==> src/rtl/instr_fetch_unit.sv <==
// instr_fetch_unit: fetch stage in front of a synchronous-read instruction memory.
// Owns the PC, absorbs the one-cycle memory latency with a single in-flight slot,
// and hands instructions to decode over valid/ready at one word per cycle.
// Optional build macro FETCH_PC_WRAP_TRAP_EN: stop at the top of the address
// space instead of wrapping, and report it on the extra wrap_trap output.
module instr_fetch_unit #(
  parameter int               ADDR_W   = 8,
  parameter int               DATA_W   = 15,
  parameter int               OPC_W    = 4,
  parameter logic [OPC_W-1:0] HALT_OPC = 4'hF
) (
  input  logic              clk,
  input  logic              rst_n,
  input  logic              start,
  input  logic [ADDR_W-1:0] start_addr,
  input  logic              branch_valid,
  input  logic [ADDR_W-1:0] branch_target,
  output logic [ADDR_W-1:0] imem_addr,
  input  logic [DATA_W-1:0] imem_data,
  output logic [DATA_W-1:0] instr_out,
  output logic [ADDR_W-1:0] instr_pc,
  output logic              instr_valid,
  input  logic              instr_ready,
`ifdef FETCH_PC_WRAP_TRAP_EN
  output logic              wrap_trap,
`endif
  output logic              halted
);

  typedef enum logic [1:0] {S_IDLE, S_FETCH, S_HALT} state_t;

  state_t              state_q, state_d;
  logic [ADDR_W-1:0]   pc_q, pc_d;
  logic                inflight_valid_q, inflight_valid_d;
  logic [ADDR_W-1:0]   inflight_pc_q, inflight_pc_d;
  logic [DATA_W-1:0]   instr_out_q, instr_out_d;
  logic [ADDR_W-1:0]   instr_pc_q, instr_pc_d;
  logic                instr_valid_q, instr_valid_d;

  logic                slot_free;
  logic                advance;
  logic                capture;
  logic                stop_hit;
  logic                wrap_stop;
  logic [OPC_W-1:0]    opcode;

`ifdef FETCH_PC_WRAP_TRAP_EN
  localparam logic [ADDR_W-1:0] PC_MAX = '1;
  // wrap_pend: the last address has been issued, no further fetches until it lands
  logic wrap_pend_q, wrap_pend_d;
  logic wrap_trap_q, wrap_trap_d;
  assign wrap_stop = wrap_pend_q;
  assign wrap_trap = wrap_trap_q;
`else
  assign wrap_stop = 1'b0;
`endif

  assign opcode    = imem_data[DATA_W-1 -: OPC_W];
  assign slot_free = !instr_valid_q || instr_ready;
  assign advance   = (state_q == S_FETCH) && (!inflight_valid_q || slot_free) &&
                     !branch_valid && !wrap_stop;
  assign capture   = inflight_valid_q && slot_free;
  assign stop_hit  = capture && ((opcode == HALT_OPC) || wrap_stop);

  // A stalled fetch re-reads its own address so the memory output is never lost.
  assign imem_addr   = advance ? pc_q : inflight_pc_q;
  assign instr_out   = instr_out_q;
  assign instr_pc    = instr_pc_q;
  assign instr_valid = instr_valid_q;
  assign halted      = (state_q == S_HALT);

  // Next-state: start from IDLE/HALT, branch redirect, capture and PC advance in FETCH.
  always_comb begin
    state_d          = state_q;
    pc_d             = pc_q;
    inflight_valid_d = inflight_valid_q;
    inflight_pc_d    = inflight_pc_q;
    instr_out_d      = instr_out_q;
    instr_pc_d       = instr_pc_q;
    instr_valid_d    = instr_valid_q;
`ifdef FETCH_PC_WRAP_TRAP_EN
    wrap_pend_d      = wrap_pend_q;
    wrap_trap_d      = wrap_trap_q;
`endif
    if (state_q != S_FETCH) begin
      // Nothing is in flight here; only a pending HALT word may still await decode.
      if (slot_free) instr_valid_d = 1'b0;
      if (start) begin
        state_d          = S_FETCH;
        pc_d             = start_addr;
        inflight_valid_d = 1'b0;
`ifdef FETCH_PC_WRAP_TRAP_EN
        wrap_pend_d      = 1'b0;
        wrap_trap_d      = 1'b0;
`endif
      end
    end else if (branch_valid) begin
      // Redirect squashes both the in-flight word and the presented word.
      pc_d             = branch_target;
      inflight_valid_d = 1'b0;
      instr_valid_d    = 1'b0;
`ifdef FETCH_PC_WRAP_TRAP_EN
      wrap_pend_d      = 1'b0;
`endif
    end else begin
      if (capture) begin
        instr_out_d   = imem_data;
        instr_pc_d    = inflight_pc_q;
        instr_valid_d = 1'b1;
      end else if (slot_free) begin
        instr_valid_d = 1'b0;
      end
      if (stop_hit) begin
        // The stopping word is still delivered; the PC stays where it is.
        state_d          = S_HALT;
        inflight_valid_d = 1'b0;
`ifdef FETCH_PC_WRAP_TRAP_EN
        wrap_trap_d      = wrap_pend_q;
        wrap_pend_d      = 1'b0;
`endif
      end else if (advance) begin
        inflight_pc_d    = pc_q;
        inflight_valid_d = 1'b1;
`ifdef FETCH_PC_WRAP_TRAP_EN
        if (pc_q == PC_MAX) wrap_pend_d = 1'b1;
        else                pc_d        = pc_q + 1'b1;
`else
        pc_d             = pc_q + 1'b1;
`endif
      end
    end
  end

  // State, PC, in-flight slot and output register.
  always_ff @(posedge clk or negedge rst_n) begin
    if (!rst_n) begin
      state_q          <= S_IDLE;
      pc_q             <= '0;
      inflight_valid_q <= 1'b0;
      inflight_pc_q    <= '0;
      instr_out_q      <= '0;
      instr_pc_q       <= '0;
      instr_valid_q    <= 1'b0;
    end else begin
      state_q          <= state_d;
      pc_q             <= pc_d;
      inflight_valid_q <= inflight_valid_d;
      inflight_pc_q    <= inflight_pc_d;
      instr_out_q      <= instr_out_d;
      instr_pc_q       <= instr_pc_d;
      instr_valid_q    <= instr_valid_d;
    end
  end

`ifdef FETCH_PC_WRAP_TRAP_EN
  // Wrap-trap bookkeeping flops.
  always_ff @(posedge clk or negedge rst_n) begin
    if (!rst_n) begin
      wrap_pend_q <= 1'b0;
      wrap_trap_q <= 1'b0;
    end else begin
      wrap_pend_q <= wrap_pend_d;
      wrap_trap_q <= wrap_trap_d;
    end
  end
`endif

endmodule

==> config.mk <==
export PLATFORM = sky130hd
export DESIGN_NAME = instr_fetch_unit
export DESIGN_NICKNAME = d
export VERILOG_FILES = /design/src/rtl/instr_fetch_unit.sv
export SDC_FILE = /design/constraint.sdc
export NUM_CORES = 1
export LEC_CHECK = 0
export CORE_MARGIN = 5
export CORE_UTILIZATION = 40
export DETAILED_ROUTE_END_ITERATION = 8
export GPL_ROUTABILITY_DRIVEN = 0
export GPL_TIMING_DRIVEN = 0
export HOLD_SLACK_MARGIN = 0.1
export PLACE_DENSITY = 0.83
export SLEW_MARGIN = 30
export SYNTH_ARGS = -nofsm -noshare
export SYNTH_HDL_FRONTEND = slang
export SYNTH_SLANG_ARGS = --single-unit
==> constraint.sdc <==
create_clock -name clk -period 5.5 [get_ports clk]
set_input_delay 0.825 -clock clk [delete_from_list [all_inputs] [get_ports clk]]
set_output_delay 0.825 -clock clk [all_outputs]
set_load 0.05 [all_outputs]
==> flow_summary_export.csv, run 1 <==
group,metric,value,unit
synthesis,synth_top_area_share,51.9,%
clock_network,post_cts_resized,0,
global_routing,grt_pass1_wl,8370,um
routing,drt_first_pass_iters,4,
clock_network,cts_setup_buffers,0,
clock_network,clockBufferDepth,2,
sta,final.setup.tns,0,ps
power_and_ir_drop,p_leak,1.20,nW
placed_design,placed_cells,314,
synthesis,synthDistinctLibCells,37,
synthesis,yosysWarnings,0,
synthesis,avgSynthCellArea,11.8,um^2
synthesis,synth_fp_nets,213,
cells_and_area,drive_gt1_share,23.4,%
power_and_ir_drop,swShare,42.4,%
synthesis,synth_area_leader_cell,"dfrtp_1",
synthesis,ys_seq_area_share,51.9,%
power_and_ir_drop,p_seq_share,36.2,%
routing,first_iter_violations,187,
critical_path,start_kind,"input pin",
synthesis,synth_flop_cell,"dfrtp_1",
die,rows,26,
power_and_ir_drop,p_clk_share,15.0,%
synthesis,yosysMostFrequentCell,"dfrtp_1",
synthesis,synth_top_cells_by_count,"43 x dfrtp_1, 37 x mux2_2, 14 x nand2_1",
sta,fin_crit,4280,ps
sta,finalHoldViolCount,0,
power_and_ir_drop,p_comb_share,48.7,%
global_routing,grt_max_degree,44,
power_and_ir_drop,p_int,0.000742,W
synthesis,synth_edf_count,0,
sta,min_period_over_period,77.9,%
synthesis,ys_seq_elements,43,
global_routing,antenna_found_initial,0,
die,io_pins,69,
critical_path,required,4680,ps
flow_run,cap_violations,0,
critical_path,cp_data_arrival_time,3460,ps
power_and_ir_drop,power.density,441,mW/mm^2
placed_design,post-dp-hpwl,3650,um
routing,vias,1659,
cells_and_area,num-fill-cells,459,
routing,drc_errors,0,
cells_and_area,fin_cells,322,
clock_network,cts.clk_slew.worst_paths,80,ps
synthesis,syn_inst,176,
global_routing,gr-total-overflow,0,
synthesis,synth_area_leaders,"dfrtp_1 52%, mux2_2 20%, nand3_1 2.7%, nand2_1 2.5%, o21ai_0 1.9%",
clock_network,cts_tree,"yes",
critical_path,path_max_fanout,10,
clock_network,numCtsBuffers,5,
routing,post_drt_via_cell_ratio,5.15,
die,die_area,0.00672,mm^2
sta,drv_slew,0,
placed_design,portBuffers,68,
clock_network,root_buffer,"clkbuf_8",
synthesis,syn-cell-area,0.00207,mm^2
power_and_ir_drop,ir_worst_vdd,0.000222,V
cells_and_area,num_antenna_cells,0,
global_routing,grt_pass1_vias,1735,
routing,detail-route-antenna-nets,0,
global_routing,grt_use_total,16.5,%
power_and_ir_drop,power_switching,0.000546,W
routing,wire_per_inst,15.7,um
synthesis,async_flop_share,100,%
clock_network,ctsHoldBuffers,0,
cells_and_area,synthToLayoutAreaGrowth,40.9,%
sta,setup_violations,0,
clock_network,cts-htree-levels,2,
die,core_area,0.00507,mm^2
critical_path,r2r_cells,4,
cells_and_area,final_nets,288,
critical_path,path_class,"input pin to output pin",
die,die_h,82.0,um
die,die_w,82.0,um
outcome,status,"completed",
critical_path,end_kind,"output pin",
die,start_util,40.9,%
sta,slew_headroom,40.3,%
routing,routed_wl,5040,um
clock_network,clkSinkCount,43,
clock_network,clock_latency,290,ps
sta,tightest_slew,890,ps
sta,skew,2.58,ps
sta,fmax,233,MHz
worst_hold_path,hold_class,"input pin to asynchronous set/reset pin",
sta,rsz0062_at_grt,"no",
[cells in the final DEF, fill, tap and decap left out, types with 4 or more instances in the layout]
cell / synthesis / routed
clkdlybuf4s50_1: 0 / 67
clkbuf_8: 0 / 5
a21oi_1: 7 / 7
o21ai_0: 8 / 8
dfrtp_1: 43 / 43
nand2_1: 14 / 14
clkbuf_1: 5 / 7
nand3_1: 11 / 11
inv_1: 4 / 4
mux2_2: 37 / 37
nor2_1: 4 / 4
nand2b_1: 6 / 6
[worst max-delay path: stages]
cell and delay (ps):
clkdlybuf4s50_1 520, nor3b_2 500, o21ai_1 450, mux2_2 350
clkdlybuf4s50_1 820
[cell type report]
cell class / count / area (um^2) / share of cell area (%)
Clock inverter: 1 / 5.00 / 0.171
Timing Repair Buffer: 68 / 678 / 23.2
Inverter: 4 / 15.0 / 0.514
Clock buffer: 7 / 76.3 / 2.61
Buffer: 9 / 47.5 / 1.63
Tap cell: 70 / 87.6 / 3.00
Sequential cell: 43 / 1080 / 36.8
Multi-Input combinational cell: 120 / 935 / 32.0
[flip-flops by register name, summed over array words and instances (netlist names)]
| name | flops |
|---|---|
| instr_out | 15 |
| inflight_pc_q | 8 |
| instr_pc | 8 |
| pc_q | 8 |
| state_q | 2 |
| inflight_valid_q | 1 |
| instr_valid | 1 |
[worst paths after layout]
check                                           end  slack (ps)                     start
setup / recovery                       imem_addr[7]        1220              branch_valid
hold / removal              instr_pc[1]$_DFFE_PN0P_         510                     rst_n
setup reg to reg           instr_out[3]$_DFFE_PN0P_        3580    state_q[0]$_DFFE_PN0P_
hold reg to reg            instr_out[4]$_DFFE_PN0P_         510  instr_out[4]$_DFFE_PN0P_
max in group asynchronous    state_q[0]$_DFFE_PN0P_        4620                     rst_n
min in group clk           instr_out[4]$_DFFE_PN0P_         510  instr_out[4]$_DFFE_PN0P_
[logic make-up after synthesis]
group | Yosys count | synth area share, %
buf+inv | 13 | 3.02
xor+xnor | 2 | 0.845
simple gates | 45 | 11.6
flops | 43 | 51.9
fa+ha+maj | 1 | 0.603
mux | 39 | 21.3
compound gates | 33 | 10.7
[metrics by stage]
stage	area (um^2)	util [%]	hold WS, ps	worst slack, ps	power, W
6_report	2920	57.5	509	1220	0.00129
5_1_grt	2920	57.5	532	1050	0.00136
4_1_cts	2920	57.5	512	1190	0.00130
3_5_place_dp	2840	55.9	493	1210	0.00111
3_3_place_gp	2840	56.0	486	1260	0.00109
2_1_floorplan	2070	-	492	2040	0.000881
[power groups by stage]
stage | Combinational (W) | Sequential (W) | Clock, W
after floorplan | 0.000220 | 0.000660 | 0
after global placement | 0.000627 | 0.000466 | 0
after detailed placement | 0.000632 | 0.000473 | 0
after CTS | 0.000635 | 0.000467 | 0.000200
after global routing | 0.000665 | 0.000479 | 0.000220
final | 0.000628 | 0.000466 | 0.000194
[layer usage]
metal | wire length (um) | GRT usage, %
met5 | 0 | 0
met2 | 2440 | 26.2
met3 | 451 | 6.14
met4 | 101 | 5.98
met1 | 2050 | 20.5
(Power assumes the default switching activity.)
==> inputs of run 2 (changes only) <==
Settings changed: PLACE_DENSITY 0.83 to 0.86.
Clock period 5.5 ns to 3.65 ns, I/O delays scaled along.
==> run 2 against run 1 <==
Effect of this change: via count is 0.18% higher; worst hold slack got worse by 270 ps; sequential cell count is the same; wire length rose by 0.36%; global-route usage is 0.15 points lower; clock skew grew 2.0 ps; critical endpoint unchanged; highest routed layer unchanged.
==> flow_summary_export.csv, run 2 (same netlist as run 1, synthesis figures left out) <==
group,metric,value,unit
outcome,status,"completed",
global_routing,grt_max_degree,24,
cells_and_area,final_common_cell,"clkdlybuf4s50_1",
sta,setup_violations,0,
placed_design,portBuffers,68,
power_and_ir_drop,ir_worst_vdd,0.000326,V
sta,tightest_slew,551,ps
clock_network,cts-htree-levels,2,
cells_and_area,final_nets,289,
global_routing,met1_usage,20.0,%
routing,routed_wl,5060,um
clock_network,numCtsBuffers,5,
critical_path,path_class,"input pin to output pin",
sta,skew,4.60,ps
global_routing,antenna_found_initial,0,
global_routing,grt_use_total,16.3,%
sta,fin_crit,3440,ps
global_routing,grt_pass1_vias,1726,
die,start_util,40.9,%
critical_path,r2r_cells,6,
cells_and_area,synthToLayoutAreaGrowth,43.0,%
sta,drv_slew,0,
die,io_pins,69,
routing,first_iter_violations,89,
placed_design,post-dp-hpwl,3720,um
global_routing,use_met3,6.03,%
cells_and_area,final_core_util,58.4,%
clock_network,cts_tree,"yes",
sta,finalHoldViolCount,0,
global_routing,met2_usage,25.9,%
critical_path,end_kind,"output pin",
critical_path,cp_data_arrival_time,2890,ps
cells_and_area,num_antenna_cells,0,
cells_and_area,drive_gt1_share,24.6,%
global_routing,grt_pass1_wl,8360,um
worst_hold_path,hold_class,"input pin to asynchronous set/reset pin",
critical_path,rr_startpoint,"state_q[1]$_DFFE_PN0P_",
die,die_h,82.0,um
power_and_ir_drop,power.density,660,mW/mm^2
sta,min_period_over_period,94.3,%
clock_network,root_buffer,"clkbuf_8",
die,die_w,82.0,um
global_routing,grt.busiest_layer,"met2",
cells_and_area,largest_reg_flops,15,
clock_network,ctsHoldBuffers,0,
routing,vias,1662,
sta,rsz0062_at_grt,"no",
routing,post_drt_via_cell_ratio,5.16,
power_and_ir_drop,p_leak,1.23,nW
routing,drc_errors,0,
routing,drt_first_pass_iters,4,
clock_network,clock_latency,290,ps
sta,hold_ws,235,ps
sta,slew_headroom,63.2,%
cells_and_area,design_area,0.00296,mm^2
critical_path,start_kind,"input pin",
sta,fmax,291,MHz
critical_path,reg2reg_setup_slack,1710,ps
clock_network,clkSinkCount,43,
cells_and_area,mostFrequentLayoutCells,"66 x clkdlybuf4s50_1, 43 x dfrtp_1, 37 x mux2_2",
clock_network,cts.clk_slew.worst_paths,80,ps
clock_network,clockBufferDepth,2,
critical_path,path_max_fanout,10,
critical_path,required,3100,ps
placed_design,placed_cells,315,
clock_network,cts_setup_buffers,0,
placed_design,dpl_cell_area,0.00286,mm^2
routing,wire_per_inst,15.7,um
flow_run,cap_violations,0,
critical_path,r2r-end,"pc_q[0]$_DFFE_PN0P_",
die,die_area,0.00672,mm^2
routing,detail-route-antenna-nets,0,
cells_and_area,fin_cells,322,
die,core_area,0.00507,mm^2
die,rows,26,
global_routing,gr-total-overflow,0,
## run 2: cell type report
type,count,area (um^2)
Buffer,9,47.5
Clock buffer,6,82.6
Clock inverter,1,5.00
Fill cell,460,2110
Inverter,4,15.0
Multi-Input combinational cell,120,945
Sequential cell,43,1080
Tap cell,70,87.6
Timing Repair Buffer,69,706
## run 2: power breakdown
group,total [W],switching (W),internal (W),leakage [nW]
clock,0.000303,0.000155,0.000148,0.0470
sequential,0.000702,0.0000915,0.000611,0.512
combinational,0.000952,0.000576,0.000376,0.670
total,0.00196,0.000822,0.00114,1.23
## run 2: per-layer routing
layer / wire length, um / part of all wire (%) / up-vias
li1: - / - / 783
met1: 2130 / 42 / 802
met2: 2410 / 48 / 66
met3: 440 / 8.7 / 11
met4: 86 / 1.7 / 0
met5: 0 / 0 / -
## run 2: worst max-delay path by stage
stage                       from           end  slack (ps)
global route        branch_valid  imem_addr[3]          70
detailed placement  branch_valid  imem_addr[1]        -120
floorplan           branch_valid  imem_addr[1]         750
finish              branch_valid  imem_addr[7]         210
global placement    branch_valid  imem_addr[6]         -30
CTS                 branch_valid  imem_addr[1]          70
## run 2: stage by stage
| stage | setup slack, ps | total power (W) | setup TNS (ps) |
|---|---|---|---|
| CTS | 68.2 | 0.00198 | 0 |
| global route | 73.8 | 0.00207 | 0 |
| detailed placement | -117 | 0.00167 | -488 |
| global placement | -34.6 | 0.00165 | -163 |
| floorplan | 748 | 0.00133 | 0 |
| finish | 208 | 0.00196 | 0 |
## run 2: repair_timing
action,CTS,global route
endpoints found under the setup margin,8,8
resized for setup,1,2
endpoints found under the hold margin,0,0
## run 2: worst max-delay path, stage by stage
cell	delay, ps
clkdlybuf4s50_1	550
nor3b_4	430
o21ai_2	260
mux2_2	290
clkdlybuf4s50_1	810
==> variant, RTL diff (flow settings as in run 1) <==
Set the parameter `ADDR_W` to 7 (it was 8).
--- a/src/rtl/instr_fetch_unit.sv
+++ b/src/rtl/instr_fetch_unit.sv
@@ -4,7 +4,7 @@
 // Optional build macro FETCH_PC_WRAP_TRAP_EN: stop at the top of the address
 // space instead of wrapping, and report it on the extra wrap_trap output.
 module instr_fetch_unit #(
-  parameter int               ADDR_W   = 8,
+  parameter int               ADDR_W   = 7,
   parameter int               DATA_W   = 15,
   parameter int               OPC_W    = 4,
   parameter logic [OPC_W-1:0] HALT_OPC = 4'hF
Ports: changed (resized branch_target, imem_addr, instr_pc and start_addr); port bits go from 69 to 65. No check against the original RTL was run, so the function may have changed too.
==> variant against run 1 <==
Cell area fell by 1.9%; power rose by 0.12%; sequential cell count fell by 3; utilization rose by 2.3 points; wire length fell by 11%; area after synthesis fell by 3.6%; sequential share of layout area fell by 1.9 points; setup slack improved by 0.38 ns; critical path depth did not move; die area fell by 3.1%; critical endpoint is now imem_addr[4].
==> variant: results <==
metrics = {
    "run_status": {
        "status": "completed",
    },
    "routing": {
        "first_iter_violations": 46,
        "viasPerCell": 5.10,
        "drt-pass1-iter-count": 4,
        "routedWlPerCell_um": 15.2,
    },
    "pwr": {
        "p_leak_nw": 1.25,
        "peakVddDrop_mv": 0.179,
        "p_int_uw": 784,
    },
    "setup_path": {
        "r2r_end": "pc_q[0]$_DFFE_PN0P_",
        "cp_slowest_cell": "clkdlybuf4s50_1",
        "r2r_setup_slack_ns": 3.70,
        "cp_data_arrival_time_ns": 3.07,
        "rr_worst_depth": 5,
        "cp_max_fo": 8,
        "r2r_start": "state_q[1]$_DFFE_PN0P_",
        "slowest_delay_ns": 0.81,
    },
    "clock_network": {
        "cts_setup_buffers": 0,
        "clk_pin_slew_ns": 0.08,
        "root_buffer": "clkbuf_8",
        "clk_latency_ns": 0.29,
        "cts_resized": 0,
        "numCtsBuffers": 5,
        "clockBufferDepth": 2,
        "htreeDepth": 2,
    },
    "yosys": {
        "ys_types": 38,
        "syn-num-nets": 189,
        "yosysSeqAreaShare": 0.501,
        "synth_ff_type": "dfrtp_1",
        "yosysWarningCount": 0,
        "yosys-top-cells-area": "dfrtp_1 50%, mux2_4 14%, mux2_2 10%, o21ai_0 2.5%, buf_6 1.7%",
        "synth_common_cells": "40 x dfrtp_1, 19 x mux2_4, 18 x mux2_2",
    },
    "final_layout": {
        "largest_register_ffs": 15,
        "drive_gt1_frac": 0.264,
        "nFillCells": 392,
        "finalNetCount": 261,
        "diodes": 0,
    },
    "placed_design": {
        "hpwl_mm": 3.38,
        "numPortBuffers": 64,
    },
    "global_routing": {
        "grt.total_usage": 0.145,
        "grt_max_degree": 29,
        "grt_pass1_vias": 1502,
        "antenna_found_initial": 0,
        "grt_pass1_wl_mm": 7.26,
    },
    "run": {
        "drv_cap": 0,
    },
    "min_path": {
        "hold_class": "primary input to async pin",
    },
    "timing": {
        "skew_ns": 0.0103,
        "worst_pin_slew_ns": 0.528,
    },
}
## variant: changes by cell type after synthesis, moves of 4 or more
cell / delta
nand2_1: -9
mux2_4: +18
a211oi_1: +4
nand2b_1: -5
mux2_2: -19
nand3_1: -6
## variant: power groups by stage
stage / logic (mW) / registers, mW / clock network [mW]
6_report: 0.595 / 0.432 / 0.262
5_1_grt: 0.621 / 0.445 / 0.282
3_3_place_gp: 0.592 / 0.432 / 0
4_1_cts: 0.602 / 0.433 / 0.267
3_5_place_dp: 0.601 / 0.438 / 0
2_1_floorplan: 0.217 / 0.612 / 0
## variant: worst max-delay path, delay by kind of cell
| kind | cells | cell delay [ns] |
|---|---|---|
| and+or+nand+nor | 2 | 0.67 |
| buffers and inverters | 2 | 1.29 |
| muxes | 1 | 0.28 |
## variant: worst max-delay path by stage
stage	start	to
6_report	branch_valid	imem_addr[4]
4_1_cts	branch_valid	imem_addr[6]
5_1_grt	branch_valid	imem_addr[4]
3_5_place_dp	branch_valid	imem_addr[6]
3_3_place_gp	branch_valid	imem_addr[6]
2_1_floorplan	branch_valid	imem_addr[0]
## variant: logic make-up after synthesis
kind of cell             count (synthesis)  share of synthesized area
AO/OA/AOI/OAI                           30                      0.103
adder cells (fa/ha/maj)                  1                    0.00626
buffers and inverters                   11                     0.0338
flip-flops                              40                      0.501
multiplexers                            38                      0.249
AND/OR/NAND/NOR                         34                      0.108
## variant: final cells by class
class                           instances  share of cell area
Buffer                                  8              0.0197
Clock buffer                            7              0.0336
Clock inverter                          1              0.0105
Inverter                                3             0.00393
Multi-Input combinational cell        103               0.325
Sequential cell                        40               0.349
Tap cell                               67              0.0293
Timing Repair Buffer                   65               0.229
## variant: through the flow
step	std cells	cell area [sq um]	hold slack (ns)	setup WS [ns]
finish	294	2870	0.420	1.60
floorplan	154	2000	0.492	2.88
CTS	294	2870	0.420	1.59
global placement	285	2720	0.489	1.59
global route	294	2870	0.432	1.50
detailed placement	286	2740	0.492	1.59
## variant: layer usage
metal / GRT usage / share of wire
met5: 0 / 0
met4: 0.0405 / 0.0085
met3: 0.0460 / 0.064
met2: 0.244 / 0.48
met1: 0.179 / 0.45
